==> config.mk <==
export PLATFORM = sky130hd
export DESIGN_NAME = sb_gbi_msg_scheduler
export DESIGN_NICKNAME = d
export VERILOG_FILES = /design/src/rtl/sb_gbi_msg_scheduler_pkg.sv /design/src/rtl/sb_gbi_msg_scheduler_fifo.sv /design/src/rtl/sb_gbi_msg_scheduler.sv
export SDC_FILE = /design/constraint.sdc
export NUM_CORES = 1
export LEC_CHECK = 0
export CAP_MARGIN = 10
export CORE_AREA = 8 8 95 97
export DETAILED_ROUTE_END_ITERATION = 10
export DIE_AREA = 0 0 103 105
export GPL_TIMING_DRIVEN = 0
export PLACE_DENSITY = 0.74
export SYNTH_ARGS = -nofsm -noshare
export SYNTH_HDL_FRONTEND = slang
export SYNTH_SLANG_ARGS = --single-unit
==> constraint.sdc <==
create_clock -name clk_50M -period 2.15 [get_ports clk_50M]
set_input_delay 0.5375 -clock clk_50M [delete_from_list [all_inputs] [get_ports clk_50M]]
set_output_delay 0.5375 -clock clk_50M [all_outputs]
set_load 0.01 [all_outputs]
==> src/rtl/sb_gbi_msg_scheduler_pkg.sv <==
// Shared types and constants for the GBI message scheduler slice.
package sb_gbi_msg_scheduler_pkg;

    // Clock cycles per UART bit at 115200 baud from a 50 MHz clock
    localparam int BPC           = 434;
    // Bit times of idle line enforced between two messages
    localparam int GAP_BIT_TIMES = 10;

    // Highest legal bin code (bin 9 is encoded as 0)
    localparam logic [3:0] MAX_BIN = 4'd8;

    // msg_type / msg_field codes understood by the Xbee transmitter
    localparam logic [1:0] MSG_GBI_CODE  = 2'd1;
    localparam logic [1:0] MSG_FIELD_GBI = 2'd0;

    // Width of one queued event: {colour, bin}
    localparam int EVT_W = 6;

    typedef enum logic [1:0] {
        COLOUR_RED     = 2'd0,
        COLOUR_GREEN   = 2'd1,
        COLOUR_BLUE    = 2'd2,
        COLOUR_ILLEGAL = 2'd3
    } colour_e;

    typedef enum logic [1:0] {
        ST_IDLE = 2'd0,
        ST_LOAD = 2'd1,
        ST_SEND = 2'd2,
        ST_GAP  = 2'd3
    } sched_state_e;

    typedef struct packed {
        logic [1:0] colour;
        logic [3:0] bin;
    } gbi_evt_t;

    // An event is usable only with a real colour and a bin code 0..8
    function automatic logic evt_is_legal(input logic [1:0] colour, input logic [3:0] bin);
        return (colour != COLOUR_ILLEGAL) && (bin <= MAX_BIN);
    endfunction

endpackage

==> src/rtl/sb_gbi_msg_scheduler_fifo.sv <==
// Small synchronous FIFO holding pending GBI events; count is registered so
// full/empty never depend combinationally on the same-cycle push or pop.
module sb_gbi_msg_scheduler_fifo
    import sb_gbi_msg_scheduler_pkg::*;
#(
    parameter  int DEPTH = 4,
    parameter  int WIDTH = EVT_W,
    localparam int AW    = $clog2(DEPTH),
    localparam int CW    = AW + 1
)(
    input  logic             clk_50M,
    input  logic             rst_n,
    input  logic             push,
    input  logic [WIDTH-1:0] push_data,
    input  logic             pop,
    output logic [WIDTH-1:0] pop_data,
    output logic             full,
    output logic             empty,
    output logic [CW-1:0]    count
);

    logic [WIDTH-1:0] mem [DEPTH];
    logic [AW-1:0]    wr_ptr;
    logic [AW-1:0]    rd_ptr;
    logic             do_push;
    logic             do_pop;

    assign full     = (count == CW'(DEPTH));
    assign empty    = (count == '0);
    assign do_push  = push & ~full;
    assign do_pop   = pop & ~empty;
    assign pop_data = mem[rd_ptr];

    // Storage array; contents need no reset because count gates every read
    always_ff @(posedge clk_50M) begin
        if (do_push) begin
            mem[wr_ptr] <= push_data;
        end
    end

    // Pointers wrap naturally at DEPTH (power of two); count tracks occupancy
    always_ff @(posedge clk_50M or negedge rst_n) begin
        if (!rst_n) begin
            wr_ptr <= '0;
            rd_ptr <= '0;
            count  <= '0;
        end else begin
            if (do_push) begin
                wr_ptr <= wr_ptr + AW'(1);
            end
            if (do_pop) begin
                rd_ptr <= rd_ptr + AW'(1);
            end
            unique case ({do_push, do_pop})
                2'b10:   count <= count + CW'(1);
                2'b01:   count <= count - CW'(1);
                default: count <= count;
            endcase
        end
    end

endmodule

==> src/rtl/sb_gbi_msg_scheduler.sv <==
// Queues GBI deposit events and feeds them one at a time to the Xbee UART
// transmitter, with a mandatory idle gap and a watchdog against a hung sender.
module sb_gbi_msg_scheduler
    import sb_gbi_msg_scheduler_pkg::*;
#(
    parameter  int         DEPTH      = 4,
    parameter  int         GAP_CYCLES = GAP_BIT_TIMES * BPC,
    parameter  int         TIMEOUT    = 65000,
    parameter  logic [1:0] MSG_GBI    = MSG_GBI_CODE,
    localparam int         CW         = $clog2(DEPTH) + 1
)(
    input  logic          clk_50M,
    input  logic          rst_n,
    input  logic          evt_valid,
    input  logic [1:0]    evt_colour,
    input  logic [3:0]    evt_bin,
    output logic          evt_ready,
    output logic          tx_start,
    output logic [1:0]    colour,
    output logic [3:0]    bin_number,
    output logic [1:0]    msg_type,
    output logic [1:0]    msg_field,
    input  logic          tx_done,
    output logic [CW-1:0] fifo_count,
    output logic          overflow,
    output logic          bad_evt,
    output logic          timeout_err
);

    localparam int             WD_W     = $clog2(TIMEOUT + 1);
    localparam int             GAP_W    = $clog2(GAP_CYCLES + 1);
    localparam logic [WD_W-1:0]  WD_LAST  = WD_W'(TIMEOUT - 1);
    localparam logic [GAP_W-1:0] GAP_LAST = GAP_W'(GAP_CYCLES - 1);

    sched_state_e     state;
    logic [WD_W-1:0]  wd_cnt;
    logic [GAP_W-1:0] gap_cnt;
    logic             tx_done_prev;
    logic             done_rise;
    logic             evt_legal;
    logic             fifo_push;
    logic             fifo_pop;
    logic             fifo_full;
    logic             fifo_empty;
    gbi_evt_t         push_evt;
    gbi_evt_t         head_evt;

    assign evt_legal = evt_is_legal(evt_colour, evt_bin);
    assign push_evt  = {evt_colour, evt_bin};
    assign fifo_push = evt_valid & evt_legal;
    assign fifo_pop  = (state == ST_IDLE) & ~fifo_empty;
    assign evt_ready = ~fifo_full;
    assign msg_field = MSG_FIELD_GBI;
    assign done_rise = tx_done & ~tx_done_prev;

    sb_gbi_msg_scheduler_fifo #(
        .DEPTH (DEPTH),
        .WIDTH (EVT_W)
    ) u_fifo (
        .clk_50M   (clk_50M),
        .rst_n     (rst_n),
        .push      (fifo_push),
        .push_data (push_evt),
        .pop       (fifo_pop),
        .pop_data  (head_evt),
        .full      (fifo_full),
        .empty     (fifo_empty),
        .count     (fifo_count)
    );

    // Remember last tx_done so only a fresh rising edge can end a message
    always_ff @(posedge clk_50M or negedge rst_n) begin
        if (!rst_n) begin
            tx_done_prev <= 1'b0;
        end else begin
            tx_done_prev <= tx_done;
        end
    end

    // Input error flags: bad_evt pulses per dropped illegal event, overflow is sticky
    always_ff @(posedge clk_50M or negedge rst_n) begin
        if (!rst_n) begin
            bad_evt  <= 1'b0;
            overflow <= 1'b0;
        end else begin
            bad_evt <= evt_valid & ~evt_legal;
            if (evt_valid & fifo_full) begin
                overflow <= 1'b1;
            end
        end
    end

    // Message sequencer: pick up head, present fields, hold start, then enforce the idle gap
    always_ff @(posedge clk_50M or negedge rst_n) begin
        if (!rst_n) begin
            state       <= ST_IDLE;
            tx_start    <= 1'b0;
            colour      <= '0;
            bin_number  <= '0;
            msg_type    <= '0;
            wd_cnt      <= '0;
            gap_cnt     <= '0;
            timeout_err <= 1'b0;
        end else begin
            unique case (state)
                ST_IDLE: begin
                    if (!fifo_empty) begin
                        colour     <= head_evt.colour;
                        bin_number <= head_evt.bin;
                        msg_type   <= MSG_GBI;
                        state      <= ST_LOAD;
                    end
                end
                ST_LOAD: begin
                    tx_start <= 1'b1;
                    wd_cnt   <= '0;
                    state    <= ST_SEND;
                end
                ST_SEND: begin
                    if (done_rise) begin
                        tx_start <= 1'b0;
                        msg_type <= '0;
                        gap_cnt  <= '0;
                        state    <= ST_GAP;
                    end else if (wd_cnt == WD_LAST) begin
                        tx_start    <= 1'b0;
                        msg_type    <= '0;
                        timeout_err <= 1'b1;
                        gap_cnt     <= '0;
                        state       <= ST_GAP;
                    end else begin
                        wd_cnt <= wd_cnt + WD_W'(1);
                    end
                end
                ST_GAP: begin
                    if (gap_cnt == GAP_LAST) begin
                        state <= ST_IDLE;
                    end else begin
                        gap_cnt <= gap_cnt + GAP_W'(1);
                    end
                end
                default: begin
                    state <= ST_IDLE;
                end
            endcase
        end
    end

endmodule
=== After elaboration in Yosys (flattened, before gate mapping) ===
Memories as Yosys holds them, arrays and structs flattened. A register that Yosys moved wholly into a read port is not among the register bits.
Index checks and enable logic that the tools add are counted.
Widths: inputs -> output; s select.

* Bits in registers: 45
* RAM bits: 24
* Input port bits: 10
* Output and inout port bits: 18
* Logic and storage cells: 83
* Memories: 1

* Add/subtract/negate cells: 6
* Order comparisons: 1
* Eq/ne operators: 15
* Muxes and demuxes: 21
* Bitwise logic cells: 12
* Reduce and logical (&&, ||, !) cells: 15

{| class="wikitable"
|+ Memory list
! name !! words !! bits a word !! read ports !! clocked after memory_dff !! write ports !! line !! text
|-
| u_fifo.mem || 4 || 6 || 1 || 1 || 1 || sb_gbi_msg_scheduler_fifo.sv:22 || <nowiki>logic [WIDTH-1:0] mem [DEPTH];</nowiki>
|}

{| class="wikitable"
|+ Operators by type and width
! kind !! count
|-
| $mux 13 || 3
|-
| $mux 16 || 2
|-
| $pmux 16 s2 || 1
|-
| $pmux 13 s2 || 1
|-
| $add 16x1->16 const B || 1
|-
| $eq 16x16->1 const B || 1
|-
| $reduce_and 3->1 || 5
|-
| $add 13x1->13 const B || 1
|-
| $eq 13x13->1 const B || 1
|-
| $mux 2 || 6
|-
| $ne 2x2->1 const B || 6
|-
| $pmux 2 s4 || 1
|-
| $reduce_bool 2->1 || 4
|-
| $and 1x1->1 || 7
|-
| $eq 2x2->1 const B || 3
|-
| $pmux 3 s2 || 1
|-
| $not 1->1 || 5
|-
| $add 2x1->2 const B || 2
|-
| $eq 2x1->1 const B || 2
|-
| $le 4x4->1 const B || 1
|-
| $mux 1 || 4
|-
| $pmux 2 s2 || 1
|-
| $reduce_and 2->1 || 2
|-
| $add 3x1->3 const B || 1
|-
| 8 further kinds || 8
|}

=== Depth between registers and ports, before layout ===
Gate-level depths: netlist of the first run.

* Word-level depth: 6
* Depth in mapped cells: 11

=== Cells and area by module ===
From an unflattened synthesis of the first run, not the netlist that was laid out.

* Cell total of the unflattened synthesis: 339
* Area, all modules: 3887.5 sq um

{| class="wikitable"
|+ By module, submodules not included
! module !! times used !! cells each !! area an instance (sq um) !! seq. area each (sq um)
|-
| sb_gbi_msg_scheduler || 1 || 270 || 2581.2 || 1076.0
|-
| sb_gbi_msg_scheduler_fifo || 1 || 69 || 1306.3 || 895.9
|}

=== Worst setup path before layout of the first run ===
Ideal clock, no wire load.

* Kind: input to register
* From: input port evt_bin[1]
* To: register u_fifo.count[2]
* Data arrival time: 2095 ps
* Slack: -74 ps
* Cell stages on the path: 11
* Cells stage by stage: o31a_1 a21oi_1 and3_1 clkbuf_1 inv_1 ha_1 inv_1 fa_1 xor2_1 nor2_1 xor2_1

* Word-level cells in the longest chain between the ends: 6
* Elaborated cells between the ends (all ways): 8
* Classes of those cells: order compare (1); eq/ne (2); mux (1); bitwise (2); reduce/logical (2)

{| class="wikitable"
|+ Ends and longest elaborated chain
! element !! line !! text
|-
| start: declaration || sb_gbi_msg_scheduler.sv:16 || <nowiki>input logic [3:0] evt_bin,</nowiki>
|-
| $le 4x4->1 (*) || sb_gbi_msg_scheduler_pkg.sv:40 || <nowiki>return (colour != COLOUR_ILLEGAL) && (bin <= MAX_BIN);</nowiki>
|-
| $logic_and 1x1->1 (*) || sb_gbi_msg_scheduler_pkg.sv:40 ||
|-
| $and 1x1->1 (*) || sb_gbi_msg_scheduler.sv:50 || <nowiki>assign fifo_push = evt_valid & evt_legal;</nowiki>
|-
| $and 1x1->1 (*) || sb_gbi_msg_scheduler_fifo.sv:30 || <nowiki>assign do_push = push & ~full;</nowiki>
|-
| $eq 2x1->1 / $eq 2x2->1 (equally long branches) || sb_gbi_msg_scheduler_fifo.sv:54 || <nowiki>unique case ({do_push, do_pop})</nowiki>
|-
| $pmux 3 s2 / $reduce_bool 2->1 (equally long branches) || n/a ||
|-
| end signal: assignment || sb_gbi_msg_scheduler_fifo.sv:55 || <nowiki>2'b10: count <= count + CW'(1);</nowiki>
|-
| end signal: assignment || sb_gbi_msg_scheduler_fifo.sv:56 || <nowiki>2'b01: count <= count - CW'(1);</nowiki>
|-
| end signal: assignment || sb_gbi_msg_scheduler_fifo.sv:57 || <nowiki>default: count <= count;</nowiki>
|-
| end: declaration || sb_gbi_msg_scheduler_fifo.sv:19 || <nowiki>output logic [CW-1:0] count</nowiki>
|}

Every way passes the cells marked *; elsewhere a longest branch is shown, timed or not.
A chain may end at the register's enable or synchronous reset.

=== Final worst setup path of the first run ===
* From: register wd_cnt[1]
* To: register gap_cnt[4]

* Word-level cells in the longest chain between the ends: 3

{| class="wikitable"
|+ Ends and longest elaborated chain
! element !! line !! text
|-
| start: declaration || sb_gbi_msg_scheduler.sv:36 || <nowiki>logic [WD_W-1:0] wd_cnt;</nowiki>
|-
| start signal: assignment || sb_gbi_msg_scheduler.sv:132 || <nowiki>wd_cnt <= wd_cnt + WD_W'(1);</nowiki>
|-
| $eq 16x16->1 || sb_gbi_msg_scheduler.sv:125 || <nowiki>end else if (wd_cnt == WD_LAST) begin</nowiki>
|-
| $ne 3x3->1 (no line) || n/a ||
|-
| $reduce_and 3->1 (no line) || n/a ||
|-
| end signal: assignment || sb_gbi_msg_scheduler.sv:139 || <nowiki>gap_cnt <= gap_cnt + GAP_W'(1);</nowiki>
|-
| end: declaration || sb_gbi_msg_scheduler.sv:37 || <nowiki>logic [GAP_W-1:0] gap_cnt;</nowiki>
|}

No other way between the ends.

==> metrics.log, run 1 <==
[metrics] proportion of synthesized area in mux cells: around 4.7%
[metrics] final design instance area without fill: 0.004537 mm²
[metrics] GRT Overall Usage: between 10% and 20%
[metrics] R2R Setup Slk: around 0.034 ns
[metrics] final critical-path share of the clock period: a little under 100%
[metrics] min setup slack post-route: 0.03363 ns
[metrics] P&R area growth vs syn: 18.19%
[metrics] via-per-instance ratio: 5.893
[metrics] top cells by area, synth: sky130_fd_sc_hd__dfrtp_1, sky130_fd_sc_hd__edfxtp_1, sky130_fd_sc_hd__ha_1
[metrics] Reg-to-Reg Start: wd_cnt[1]$_DFFE_PN0P_
[metrics] Post-route DRC: 0
[metrics] IO Count: 28
[metrics] required time worst endpoint: 2.39 ns
[metrics] routed wire length: 8.192 mm
[metrics] instance area after placement: between 0.004 and 0.005 mm²
[metrics] number of antenna-violating nets in the routed design: 0
[metrics] FF+latch count, synth: 74
[metrics] standard-cell rows: 32
[metrics] highest-utilization routing layer at the global route stage: met2
[metrics] RSZ-0062 raised after global routing: yes
[metrics] clock buffer depth: 2
[metrics] # fillers: 646
[metrics] hold_buf cts: 0
[metrics] detailed-router iteration count before antenna repair: 4
[metrics] CTS tree: done
[metrics] met3 Resource Use GR: around 2.8%
[metrics] slew margin rel.: between 50% and 60%
[metrics] worst path arrival time: 2.35 ns
[metrics] post-route minimum period: around 2.1 ns
[metrics] pin count of the biggest net entering global routing: 33
[metrics] Primary FF master, synth: sky130_fd_sc_hd__dfrtp_1
[metrics] area share of fa/ha/maj cells after synthesis: roughly 4%
[metrics] global-route wire length before repair: ~14 mm
[metrics] switching power total: 845.1 µW
[metrics] maximum achievable frequency: between 400 and 500 MHz
[metrics] die area: around 0.011 mm²
[metrics] Simple-Gate Fraction of Synth Area: 19.82%
[metrics] floorplan die height: between 100 and 150 µm
[metrics] post-DR wirelength/cell: approximately 17 µm
[metrics] Worst Reg-to-Reg Cells: 7
[metrics] final-stage net count: 409
[metrics] Clock power frac: between 30 and 40%
[metrics] Sequential Power Share: approximately half
[metrics] area share of the largest cell type after synthesis: between 30% and 40%
[metrics] Mapped Cells: about 350
[metrics] critical path fanouts, max: 10
[metrics] CP max stage cell: sky130_fd_sc_hd__or4_1
[metrics] post-place setup slack: -0.7106 ns
[metrics] horizontal die dimension: slightly above 100 µm
[metrics] number of library cell types mapped by synthesis: 65
[metrics] share of synthesized area occupied by flip-flops and latches: 51.37%
[metrics] LEAKAGE: between 1.5 and 2 nW
[metrics] maxcap violations: 0
[metrics] effective utilization at floorplan: 51.00%
[metrics] global route total overflow: 0
[metrics] Reg clk slew, reported paths: around 0.08 ns
[metrics] layout cells sized above 1: between 10% and 20%
[metrics] classification of the worst setup path: reg -> reg
[metrics] Worst Hold Class: in -> async
[metrics] Avg Inst Size Synth: about 11 µm²
[metrics] count of final hold-check violations: 0
[metrics] end of the worst register-to-register path: gap_cnt[4]$_DFFE_PN0P_
[metrics] number of warnings issued by yosys: 0
[metrics] synthesized area: around 0.0038 mm²
[metrics] count of pins over their slew limit: 0
[metrics] count of input and output buffers: 24
[metrics] routability-driven placement congestion ratio: between 0.8 and 0.9
[metrics] run status: complete, no violations
[metrics] combinational family with the most area after synthesis: simple AND/OR/NAND/NOR gates
[metrics] TritonCTS buffer count: 9
[metrics] post-synthesis share of cell area spent on xor and xnor gates: under 10%
[metrics] initial antenna violation count: 0
[metrics] clock net sink count: 74
[metrics] crit path capture type: flop
[metrics] total number of H-tree levels: 3
[metrics] post-synthesis cell type with the largest combined area: sky130_fd_sc_hd__dfrtp_1
[metrics] share of the synthesized area in compound gates (AO/OA/AOI/OAI): 14.11%
[metrics] met2 routing resource usage after global routing: 24.72%
[metrics] final antenna diode count: 0
[metrics] met1 GRT Util: a little over a fifth
[metrics] internal power: around 2.4 mW
[metrics] number of synthesized flops with an enable pin: 24
[metrics] final-report setup violation count: 0
[metrics] initial drt markers: 126
[metrics] detailed-placement wirelength estimate: 5.757 mm
[metrics] clk root buf: sky130_fd_sc_hd__clkbuf_8
[metrics] IR Drop Worst-Case VDD: roughly 0.64 mV
[metrics] cell-by-cell listing of the critical path: ha_4 > nand4bb_1 > or4_1 > buf_4 > buf_6 > a221oi_2 > o22ai_1
[metrics] Hold Slack: between 0.1 and 0.15 ns
[metrics] insertion delay to the later sink of the worst-skew pair: 0.36 ns
[metrics] vias after detailed routing: about 2900
[metrics] category of the worst setup path launch point: flop
[metrics] Core Region: 0.007527 mm²
[metrics] Critical Path Source: wd_cnt[1]$_DFFE_PN0P_
[metrics] slew of the pin with the lowest slew margin: about 0.61 ns
[metrics] switching part of the total: 26.42%
[metrics] share of flip-flops with an asynchronous set or reset after synthesis: between 60 and 70%
[metrics] number of global-route vias before repair: 2828
[metrics] biggest cell delay along the critical path: ~0.53 ns
[metrics] final clock skew: between 0.006 and 0.007 ns
[metrics] Combinational Power Share: around 15%
[metrics] power density over the cells: around 700 mW/mm²
layout by cell type, fill, tap and decap left out, types with 8 or more instances in the layout:
cell type and count:
sky130_fd_sc_hd__dfrtp_1 47, sky130_fd_sc_hd__nand2_1 35, sky130_fd_sc_hd__edfxtp_1 24, sky130_fd_sc_hd__clkdlybuf4s50_1 17, sky130_fd_sc_hd__nor2_1 16, sky130_fd_sc_hd__nand3_1 14
sky130_fd_sc_hd__inv_1 13, sky130_fd_sc_hd__nand4_1 12, sky130_fd_sc_hd__buf_4 11, sky130_fd_sc_hd__a221o_1 11, sky130_fd_sc_hd__and3_1 10, sky130_fd_sc_hd__clkbuf_8 10
sky130_fd_sc_hd__nor3_1 9, sky130_fd_sc_hd__a21oi_1 8, sky130_fd_sc_hd__ha_1 8
registers in the layout, summed over array words and instances, names as in the netlist:
| register | count |
|---|---|
| wd_cnt | 16 |
| u_fifo.wr_ptr | 2 |
| colour | 2 |
| gap_cnt | 13 |
| bad_evt | 1 |
| u_fifo.count | 3 |
| tx_start | 1 |
| tx_done_prev | 1 |
| bin_number | 4 |
| u_fifo.rd_ptr | 2 |
| msg_type | 1 |
| overflow | 1 |
| timeout_err | 1 |
| u_fifo.mem | 24 |
| state | 2 |
Yosys cell counts (all sizes together) (5+ instances only):
library cell,number
and2,7
nand3,15
buf,8
o21ai,7
a22o,5
clkbuf,12
a221o,11
inv,16
mux4,6
nand2,36
nor4,7
a21oi,10
edfxtp,24
ha,11
nand2b,5
dfrtp,50
nor3,10
nor2,18
and3,10
nand4,12
critical path: cells and delay by family (launching register included):
kind,cells,cell delay [ns]
fa+ha+maj,1,0.18
simple gates,2,0.70
flops,1,0.41
compound gates,2,0.35
buf+inv,2,0.36
kinds of logic after synthesis:
kind of cell,Yosys count
fa+ha+maj,12
mux,10
flops,74
compound gates,67
simple gates,138
xor+xnor,6
buf+inv,38
other cells,1
worst max-delay path by stage:
| stage | to | slack, ns |
|---|---|---|
| finish | gap_cnt[4]$_DFFE_PN0P_ | 0.03 |
| detailed placement | u_fifo.count[2]$_DFFE_PN0P_ | -0.71 |
| global route | gap_cnt[4]$_DFFE_PN0P_ | -0.04 |
| global placement | bad_evt$_DFF_PN0_ | -0.97 |
| CTS | u_fifo.count[2]$_DFFE_PN0P_ | 0.002 |
| floorplan | u_fifo.count[2]$_DFFE_PN0P_ | 0.002 |
repair_timing:
action,4_1_cts,5_1_grt
gates resized for setup,15,27
endpoints found under the hold margin,0,0
endpoints found under the setup margin,36,26
pin swaps,0,6
setup buffers,2,5
stage by stage:
stage	instances	utilization, %	setup TNS (ns)	total power, mW
after floorplan	348	-	0	1.853
after global placement	474	56.08	-60.65	2.027
after detailed placement	475	56.28	-15.38	2.058
after CTS	491	59.26	0	3.147
after global routing	494	60.27	-0.09303	3.345
final	494	60.27	0	3.199
area by class of cell:
type                       count  area [µm²]  area share, %
sequential                    74        1976          43.55
inverter                      18       70.07          1.544
clock buffer                  10       127.6          2.813
multi-input combinational    236        1777          39.16
tap                          102       127.6          2.813
clock inverter                 6       66.31          1.462
buffer                        16       102.6          2.261
timing repair buffer          32       290.3          6.398
routing by layer:
metal / wire length (µm) / up-vias
met3: 395 / 16
met1: 3684 / 1413
li1: - / 1391
met5: 0 / -
met2: 3933 / 91
met4: 178 / 0
power by group through the flow:
stage | registers [mW] | clock network [mW] | logic [mW]
3_5_place_dp | 1.66 | 0 | 0.402
5_1_grt | 1.66 | 1.15 | 0.534
3_3_place_gp | 1.65 | 0 | 0.378
2_1_floorplan | 1.66 | 0 | 0.194
6_report | 1.64 | 1.08 | 0.481
4_1_cts | 1.63 | 1.10 | 0.415
Power figures use the tool's default switching activity.
==> inputs of run 2 (changes only) <==
Settings changed: PLACE_DENSITY 0.74 to 0.75, SYNTH_HIERARCHICAL from default to 1.
==> metrics.log, run 2 <==
[metrics] min setup slack post-route: -0.05224 ns
[metrics] count of final hold-check violations: 0
[metrics] hold_buf cts: 0
[metrics] Simple-Gate Fraction of Synth Area: roughly 18%
[metrics] switching power total: approximately 910 µW
[metrics] detailed-router iteration count before antenna repair: 5
[metrics] clk root buf: sky130_fd_sc_hd__clkbuf_8
[metrics] met2 routing resource usage after global routing: about a quarter
[metrics] initial antenna violation count: 0
[metrics] routability-driven placement congestion ratio: around 0.9
[metrics] number of warnings issued by yosys: 6
[metrics] standard-cell rows: 32
[metrics] LEAKAGE: between 1.5 and 2 nW
[metrics] Largest regs: u_fifo/mem (24), wd_cnt (16), gap_cnt (13)
[metrics] Worst Reg-to-Reg Cells: 5
[metrics] detailed-placement wirelength estimate: ~5.9 mm
[metrics] final antenna diode count: 0
[metrics] count of pins over their slew limit: 0
[metrics] RSZ-0062 raised after global routing: yes
[metrics] final-report setup violation count: 6
[metrics] via-per-instance ratio: 6.217
[metrics] number of flip-flops in the largest register: 24
[metrics] category of the worst setup path launch point: flop
[metrics] area share of fa/ha/maj cells after synthesis: under 10%
[metrics] layout cells sized above 1: between 20% and 30%
[metrics] number of antenna-violating nets in the routed design: 0
[metrics] TritonCTS buffer count: 9
[metrics] GRT Overall Usage: ~18%
[metrics] horizontal die dimension: approximately 100 µm
[metrics] combinational family with the most area after synthesis: simple AND/OR/NAND/NOR gates
[metrics] final clock skew: 0.006687 ns
[metrics] R2R Setup Slk: -0.05 ns
[metrics] required time worst endpoint: 2.37 ns
[metrics] Synth top cells by count: sky130_fd_sc_hd__dfrtp_1, sky130_fd_sc_hd__edfxtp_1, sky130_fd_sc_hd__inv_1
[metrics] FF+latch count, synth: 74
[metrics] die area: around 0.011 mm²
[metrics] Primary FF master, synth: sky130_fd_sc_hd__dfrtp_1
[metrics] # fillers: slightly above 600
[metrics] Worst Hold Class: in -> async
[metrics] Sequential Power Share: between 50% and 60%
[metrics] most flop-heavy register: u_fifo/mem
[metrics] routed wire length: around 9 mm
[metrics] share of the synthesized area in compound gates (AO/OA/AOI/OAI): roughly 15%
[metrics] final design instance area without fill: 0.004833 mm²
[metrics] slew margin rel.: a little over three fifths
[metrics] post-synthesis cell type with the largest combined area: sky130_fd_sc_hd__dfrtp_1
[metrics] area taken by multi-input logic gates: between 0.0015 and 0.002 mm²
[metrics] floorplan die height: 105 µm
[metrics] instance area after placement: approximately 0.0043 mm²
[metrics] number of synthesized flops with an enable pin: 24
[metrics] Core Region: approximately 0.0075 mm²
[metrics] pin count of the biggest net entering global routing: 31
[metrics] Avg Inst Size Synth: 11.47 µm²
[metrics] final standard cell utilization of the core: approximately 64%
[metrics] violations in the final reports: setup timing
[metrics] count of input and output buffers: 24
[metrics] maximum achievable frequency: between 400 and 500 MHz
[metrics] clock buffer depth: 2
[metrics] classification of the worst setup path: reg -> reg
[metrics] post-route minimum period: roughly 2.2 ns
[metrics] initial drt markers: between 300 and 400
[metrics] number of global-route vias before repair: roughly 3000
[metrics] Reg clk slew, reported paths: roughly 0.090 ns
[metrics] total number of H-tree levels: 3
[metrics] top cells by area, synth: sky130_fd_sc_hd__dfrtp_1, sky130_fd_sc_hd__edfxtp_1, sky130_fd_sc_hd__mux4_2
[metrics] biggest cell delay along the critical path: 0.57 ns
[metrics] critical path fanouts, max: 7
[metrics] Reg-to-Reg Start: wd_cnt[9]$_DFFE_PN0P_
[metrics] share of synthesized area occupied by flip-flops and latches: between 50% and 60%
[metrics] P&R area growth vs syn: 24.33%
[metrics] share of flip-flops with an asynchronous set or reset after synthesis: 67.57%
[metrics] IO Count: 28
[metrics] most used cells in the layout excluding fill and tap cells: sky130_fd_sc_hd__dfrtp_1, sky130_fd_sc_hd__buf_4, sky130_fd_sc_hd__edfxtp_1
[metrics] Storage cell area: between 0.0015 and 0.002 mm²
[metrics] leading cell type in the layout, fill and taps excluded: sky130_fd_sc_hd__dfrtp_1
[metrics] met1 GRT Util: 24.23%
[metrics] CP max stage cell: sky130_fd_sc_hd__or4b_4
[metrics] end of the worst register-to-register path: gap_cnt[11]$_DFFE_PN0P_
[metrics] slew of the pin with the lowest slew margin: 0.5527 ns
[metrics] area share of the largest cell type after synthesis: approximately a third
[metrics] highest-utilization routing layer at the global route stage: met2
[metrics] Clock power frac: 34.4%
[metrics] effective utilization at floorplan: between 50% and 60%
[metrics] Post-route DRC: 0
[metrics] crit path capture type: flop
[metrics] switching part of the total: 27.73%
[metrics] insertion delay to the later sink of the worst-skew pair: around 0.35 ns
[metrics] Largest delay share family, worst path: simple AND/OR/NAND/NOR gates
[metrics] final-stage net count: 422
[metrics] clock net sink count: between 70 and 80
[metrics] post-place setup slack: -0.7486 ns
[metrics] post-DR wirelength/cell: approximately 18 µm
[metrics] cell-by-cell listing of the critical path: or4b_4 > or4_4 > buf_6 > a2111oi_4 > mux2i_1
[metrics] run status: complete, but fails checks
[metrics] power density over the cells: just under 700 mW/mm²
[metrics] met3 Resource Use GR: approximately 5%
[metrics] internal power: 2.378 mW
[metrics] worst path arrival time: roughly 2.4 ns
[metrics] Crit path depth: 5
[metrics] global route total overflow: 0
[metrics] Mapped Cells: about 340
[metrics] global-route wire length before repair: around 15 mm
[metrics] maxcap violations: 0
[metrics] most frequent cell after synthesis: sky130_fd_sc_hd__dfrtp_1
[metrics] Crit path buffers/inverters: 1
[metrics] Combinational Power Share: 15.0%
[metrics] number of library cell types mapped by synthesis: 65
[metrics] synthesized area: ~0.0039 mm²
[metrics] CTS tree: done
[metrics] IR Drop Worst-Case VDD: 0.5606 mV
[metrics] vias after detailed routing: about 3200
[metrics] proportion of synthesized area in mux cells: between 6 and 7%
[metrics] post-synthesis share of cell area spent on xor and xnor gates: ~1.4%
[metrics] final critical-path share of the clock period: 102.4%
run 2: repair_timing:
| action | 4_1_cts | 5_1_grt |
|---|---|---|
| pin swaps | 7 | 3 |
| endpoints found under the setup margin | 39 | 28 |
| buffers inserted | 17 | 8 |
| gates resized for setup | 28 | 21 |
run 2: area by class of cell:
type | count | area share (%)
timing repair buffer | 50 | 9.138
buffer | 18 | 2.330
inverter | 22 | 1.760
sequential | 74 | 40.90
clock buffer | 9 | 2.563
multi-input combinational | 226 | 38.93
clock inverter | 7 | 1.734
tap | 102 | 2.640
run 2: how the worst max path moves through the flow:
stage	from	to	slack [ns]
2_1_floorplan	state[0]$_DFFE_PN0P_	u_fifo/count[2]$_DFFE_PN0P_	-0.005
3_3_place_gp	rst_n	wd_cnt[12]$_DFFE_PN0P_	-1.02
3_5_place_dp	evt_bin[1]	u_fifo/count[2]$_DFFE_PN0P_	-0.75
4_1_cts	state[0]$_DFFE_PN0P_	u_fifo/count[2]$_DFFE_PN0P_	-0.08
5_1_grt	wd_cnt[9]$_DFFE_PN0P_	gap_cnt[11]$_DFFE_PN0P_	-0.10
6_report	wd_cnt[9]$_DFFE_PN0P_	gap_cnt[11]$_DFFE_PN0P_	-0.05
run 2: power by group through the flow:
stage	logic (mW)	registers (mW)	clock network [mW]
6_report	0.493	1.66	1.13
5_1_grt	0.539	1.68	1.21
4_1_cts	0.457	1.66	1.16
3_5_place_dp	0.425	1.68	0
3_3_place_gp	0.404	1.67	0
2_1_floorplan	0.223	1.68	0
run 2: cell families (layout without fill, tap and decap cells):
family,count (synthesis),count (layout)
and+or+nand+nor,118,118
DFF,74,74
AOI/OAI and AO/OA,71,71
buffers and inverters,41,106
muxes,17,17
adders and majority gates,11,11
xor gates and xnor gates,6,6
other,1,3
run 2: per-layer routing:
| metal | vias to the layer above | wire, µm |
|---|---|---|
| met2 | 131 | 4390 |
| met1 | 1579 | 3998 |
| met3 | 14 | 623 |
| li1 | 1434 | - |
| met4 | 0 | 151 |
| met5 | - | 0 |
run 2: stage by stage:
step,setup TNS [ns],instances,power (mW),hold WS (ns)
3_5_place_dp,-17.52,468,2.104,0.4468
5_1_grt,-0.5284,508,3.425,0.1853
4_1_cts,-0.1073,501,3.275,0.1626
2_1_floorplan,-0.005284,341,1.902,0.2419
6_report,-0.1141,508,3.290,0.1549
3_3_place_gp,-67.74,467,2.078,0.4388
